[src/rtl/ysyx_210544_if_stage.sv]
// Instruction fetch stage: one 64-bit aligned read per instruction, one in flight.
// Define YSYX_210544_IF_PERF_CNT_EN to add fetch/stall performance counters.
module ysyx_210544_if_stage #(
  parameter logic [63:0] RESET_PC = 64'h0000_0000_8000_0000
) (
  input  logic        clk,
  input  logic        rst,
  input  logic        i_if_done,
  input  logic        i_if_pc_jmp,
  input  logic [63:0] i_if_pc_jmpaddr,
  output logic        o_if_bus_req,
  output logic [63:0] o_if_bus_addr,
  input  logic        i_if_bus_ack,
  input  logic [63:0] i_if_bus_rdata,
  input  logic        i_if_bus_err,
  output logic        o_if_fetched_req,
  output logic [63:0] o_if_pc,
  output logic [31:0] o_if_inst,
`ifdef YSYX_210544_IF_PERF_CNT_EN
  output logic [63:0] o_if_fetch_cnt,
  output logic [63:0] o_if_stall_cnt,
`endif
  output logic        o_if_nocmt
);

  localparam logic [31:0] NOP = 32'h0000_0013;

  typedef enum logic [1:0] {
    S_BOOT,
    S_REQ,
    S_WAIT
  } state_e;

  state_e      state_q, state_d;
  logic [63:0] pc_q, pc_d;
  logic        req_q, req_d;
  logic [63:0] addr_q, addr_d;
  logic        fet_q, fet_d;
  logic [63:0] opc_q, opc_d;
  logic [31:0] inst_q, inst_d;
  logic        nocmt_q, nocmt_d;

  logic unused_jmpaddr_lsb;
  assign unused_jmpaddr_lsb = ^i_if_pc_jmpaddr[1:0];

  always_comb begin
    state_d = state_q;
    pc_d    = pc_q;
    req_d   = req_q;
    addr_d  = addr_q;
    fet_d   = 1'b0;
    opc_d   = opc_q;
    inst_d  = inst_q;
    nocmt_d = nocmt_q;
    unique case (state_q)
      S_BOOT: begin
        state_d = S_REQ;
        req_d   = 1'b1;
        addr_d  = {pc_q[63:3], 3'b000};
      end
      S_REQ: begin
        if (i_if_bus_ack) begin
          state_d = S_WAIT;
          req_d   = 1'b0;
          fet_d   = 1'b1;
          opc_d   = pc_q;
          nocmt_d = i_if_bus_err;
          if (i_if_bus_err) inst_d = NOP;
          else if (pc_q[2]) inst_d = i_if_bus_rdata[63:32];
          else inst_d = i_if_bus_rdata[31:0];
        end
      end
      S_WAIT: begin
        if (i_if_done) begin
          state_d = S_REQ;
          // Redirect targets are forced to word alignment.
          pc_d    = i_if_pc_jmp ? {i_if_pc_jmpaddr[63:2], 2'b00}
                                : pc_q + 64'd4;
          req_d   = 1'b1;
          addr_d  = {pc_d[63:3], 3'b000};
        end
      end
      default: state_d = S_BOOT;
    endcase
  end

  always_ff @(posedge clk) begin
    if (rst) begin
      state_q <= S_BOOT;
      pc_q    <= RESET_PC;
      req_q   <= 1'b0;
      addr_q  <= 64'd0;
      fet_q   <= 1'b0;
      opc_q   <= 64'd0;
      inst_q  <= 32'd0;
      nocmt_q <= 1'b0;
    end else begin
      state_q <= state_d;
      pc_q    <= pc_d;
      req_q   <= req_d;
      addr_q  <= addr_d;
      fet_q   <= fet_d;
      opc_q   <= opc_d;
      inst_q  <= inst_d;
      nocmt_q <= nocmt_d;
    end
  end

  assign o_if_bus_req     = req_q;
  assign o_if_bus_addr    = addr_q;
  assign o_if_fetched_req = fet_q;
  assign o_if_pc          = opc_q;
  assign o_if_inst        = inst_q;
  assign o_if_nocmt       = nocmt_q;

`ifdef YSYX_210544_IF_PERF_CNT_EN
  logic [63:0] fcnt_q, fcnt_d;
  logic [63:0] scnt_q, scnt_d;

  always_comb begin
    fcnt_d = fcnt_q;
    scnt_d = scnt_q;
    if (state_q == S_REQ) begin
      if (i_if_bus_ack) fcnt_d = fcnt_q + 64'd1;
      else scnt_d = scnt_q + 64'd1;
    end
  end

  always_ff @(posedge clk) begin
    if (rst) begin
      fcnt_q <= 64'd0;
      scnt_q <= 64'd0;
    end else begin
      fcnt_q <= fcnt_d;
      scnt_q <= scnt_d;
    end
  end

  assign o_if_fetch_cnt = fcnt_q;
  assign o_if_stall_cnt = scnt_q;
`endif

endmodule

[config.mk]
export PLATFORM = sky130hd
export DESIGN_NAME = ysyx_210544_if_stage
export DESIGN_NICKNAME = d
export VERILOG_FILES = /design/src/rtl/ysyx_210544_if_stage.sv
export SDC_FILE = /design/constraint.sdc
export NUM_CORES = 1
export LEC_CHECK = 0
export BUFFER_PORTS_ARGS = -buffer_cell sky130_fd_sc_hd__buf_2
export CORE_ASPECT_RATIO = 1.4
export CORE_MARGIN = 10
export CORE_UTILIZATION = 54
export DETAILED_ROUTE_END_ITERATION = 8
export HOLD_SLACK_MARGIN = 0.08
export PLACE_DENSITY = 0.81
export SLEW_MARGIN = 15
export SYNTH_ARGS = -nofsm -noshare
export SYNTH_HDL_FRONTEND = slang
export SYNTH_SLANG_ARGS = --single-unit
export TNS_END_PERCENT = 100
[constraint.sdc]
create_clock -name clk -period 3.6 [get_ports clk]
set_input_delay 0.72 -clock clk [delete_from_list [all_inputs] [get_ports clk]]
set_output_delay 0.72 -clock clk [all_outputs]
set_load 0.1 [all_outputs]
==> metrics.yaml <==
cp_data_arrival_time_ns: 3.54
nets: 1899
seq_area_sq_mm: 0.00445
syn_to_final_growth_pct: 18.7
drtIter0Drc: 1283
rrSetupSlack_ns: 0.45
grt_pass1_wl_um: 69600
leakagePower_nw: 5.65
crit_path_end_kind: "flip-flop"
die_width_um: 146
placed_cells: 2036
r2r_cells: 7
portBuffers: 289
gp_congestion: 0.992
multiInputGateArea_sq_mm: 0.00680
timing.rr.end: "pc_q[56]$_SDFFE_PP0P_"
grt_max_degree: 83
antenna_found_initial: 6
ir_worst_vdd_mv: 0.349
hold_class: "reg -> reg"
tritoncts: "done"
drt-pass1-iter-count: 6
cts_buffer_depth: 3
synth_top_cell_by_area: "dfxtp_1"
max_cap_viol_count: 0
final-max-slew-violation-count: 0
crit_path_cell_trace: "ha_1 > nand4_2 > nor4b_4 > or4b_1 > nor3_2 > or4b_2 > nand3_1"
die_h_um: 197
crit_family: "simple AND/OR/NAND/NOR gates"
finish.utilization: 0.652
synth_edf_count: 0
via_per_inst: 6.38
drc_errors: 0
tightest_slew_ns: 0.893
cpPeakStageDelay_ns: 0.66
crit_type: "reg -> reg"
overflow: 0
max_freq_mhz: 318
yosysSeqAreaShare: 0.370
netlist_area_sq_mm: 0.0120
worstSetupStartpointType: "flip-flop"
totalWireLength_um: 44900
grt_pass1_vias: 12700
final-hold-violation-count: 0
cts_resized: 0
holdWs_ns: 0.448
status: "completed"
cts_made_buffers: 23
cts_num_sinks: 222
postCtsSetupBuffers: 0
ys_types: 75
power_density_mw_per_mm2: 427
synth_common_cells: "nand2_1 (250), dfxtp_1 (222), a21oi_1 (162)"
core_area_sq_mm: 0.0219
setup_viol: 0
cp.required_ns: 3.99
wl_per_cell_um: 21.6
slew_headroom: 0.405
setup_tns_ns: 0
crit_path_max_fanout: 13
ant_nets: 0
clk_pin_slew_ns: 0.06
synthCells: 1581
dieArea_sq_mm: 0.0287
async_flop_share: 0
path_depth: 7
fin_cells: 2080
num_vias: 13300
critPathCapture: "pc_q[56]$_SDFFE_PP0P_"
critPathLaunch: "pc_q[2]$_SDFFE_PP0P_"
layout-drive-gt1-share: 0.232
rsz0062_at_grt: "false"
rows: 64
pin_count: 297
cp_slowest_cell: "or4b_1"
ys_seq_elements: 222
clkLatencyLatePin_ns: 0.52
root_buffer: "clkbuf_16"
post-dp-hpwl_um: 32100
finalCritPeriodShare: 0.874
skew_ns: 0.0222
ys_warn_count: 0
period_needed_ns: 3.15
synthTopCellsByArea: "dfxtp_1 (37%), nand2_1 (7.8%), a21oi_1 (6.7%)"
r2r-start: "pc_q[2]$_SDFFE_PP0P_"
initial_utilization: 0.550
critPathBufInv: 0
yosysMostFrequentCell: "nand2_1"
postPlaceCellArea_sq_mm: 0.0135
grtUsageTotal: 0.292
avgSynthCellArea_sq_um: 7.60
fillers: 1909
stdcell_area_sq_mm: 0.0143
holdBufCountCts: 0
synth_top_area_share: 0.370
cts.htree.levels: 1
synthFlopType: "dfxtp_1"
## registers in the layout (all words and copies together) (netlist names)
name and cells:
o_if_fetched_req 1, o_if_bus_req 1, pc_q 62, o_if_bus_addr 61
o_if_nocmt 1, state_q 2, o_if_pc 62, o_if_inst 32
## metal layers
layer / global-route usage / vias to the layer above / wire length [um] / part of all wire
met5: 0 / - / 8 / 0.00018
met4: 0.147 / 2 / 2220 / 0.049
met3: 0.0637 / 153 / 4390 / 0.098
met2: 0.487 / 746 / 21500 / 0.48
met1: 0.348 / 6301 / 16800 / 0.37
li1: - / 6063 / - / -
## how the worst min path moves through the flow
stage                                         startpoint                        endpoint  cells after the start
after floorplan                    pc_q[17]$_SDFFE_PP0P_        o_if_pc[17]$_SDFFE_PP0P_                      2
after global placement    o_if_bus_addr[33]$_SDFFE_PP0P_  o_if_bus_addr[33]$_SDFFE_PP0P_                      2
after detailed placement  o_if_bus_addr[45]$_SDFFE_PP0P_  o_if_bus_addr[45]$_SDFFE_PP0P_                      2
after CTS                 o_if_bus_addr[45]$_SDFFE_PP0P_  o_if_bus_addr[45]$_SDFFE_PP0P_                      2
after global routing            o_if_pc[62]$_SDFFE_PP0P_        o_if_pc[62]$_SDFFE_PP0P_                      2
final                     o_if_bus_addr[45]$_SDFFE_PP0P_  o_if_bus_addr[45]$_SDFFE_PP0P_                      2
## report_power, final
part | internal, mW | switching (mW) | leakage [nW] | total, mW
clock network | 1.49 | 1.02 | 0.390 | 2.51
registers | 2.52 | 0.0662 | 1.80 | 2.59
logic | 0.218 | 0.777 | 3.46 | 0.995
total | 4.23 | 1.86 | 5.65 | 6.09
## stage by stage
step           total power [mW]  setup slack (ns)
3_3_place_gp               3.61             0.558
3_5_place_dp               3.62             0.531
6_report                   6.09             0.453
5_1_grt                    6.25             0.315
2_1_floorplan              3.35              1.06
4_1_cts                    6.09             0.515
## worst min-delay path, delay by kind of cell, from the launching register on
family           cells  cell delay [ns]
AO/OA/AOI/OAI        1             0.05
flip-flops           1             0.31
AND/OR/NAND/NOR      1             0.05
## kinds of logic (layout without fill, tap and decap cells)
kind of cell               Yosys count  in the layout  share of synthesized area
AOI/OAI and AO/OA                  432            432                      0.227
xor gates and xnor gates            34             34                     0.0254
adders and majority gates            1              1                    0.00104
buffers and inverters              195            388                     0.0678
DFF                                222            222                      0.370
muxes                               43             43                     0.0359
other                                1             10                   0.000312
and+or+nand+nor                    653            653                      0.273
## cell type report
class,instances,area share
Timing Repair Buffer,329,0.125
Antenna cell,5,0.000877
Inverter,20,0.00526
Multi-Input combinational cell,1168,0.477
Clock buffer,30,0.0457
Sequential cell,222,0.312
Clock inverter,9,0.00886
Tap cell,297,0.0261
## cells in the final DEF (no fill, tap or decap), types with 15 or more instances in the layout
| cell | Yosys | routed |
|---|---|---|
| buf_2 | 35 | 287 |
| nand2_1 | 250 | 250 |
| mux2i_1 | 42 | 42 |
| inv_1 | 18 | 18 |
| a221oi_1 | 16 | 16 |
| a31oi_1 | 20 | 20 |
| nor4_1 | 18 | 18 |
| xor2_1 | 18 | 18 |
| nor2_1 | 137 | 134 |
| buf_4 | 7 | 40 |
| xnor2_1 | 15 | 15 |
| o21ai_0 | 83 | 83 |
| nand3_1 | 45 | 45 |
| o221ai_1 | 44 | 44 |
| a21oi_1 | 162 | 161 |
| clkbuf_16 | 0 | 23 |
| dfxtp_1 | 222 | 220 |
| and3_1 | 23 | 23 |
| a22oi_1 | 21 | 21 |
| nor3_1 | 68 | 67 |
| nand4_1 | 28 | 28 |
Power figures use the tool's default switching activity.
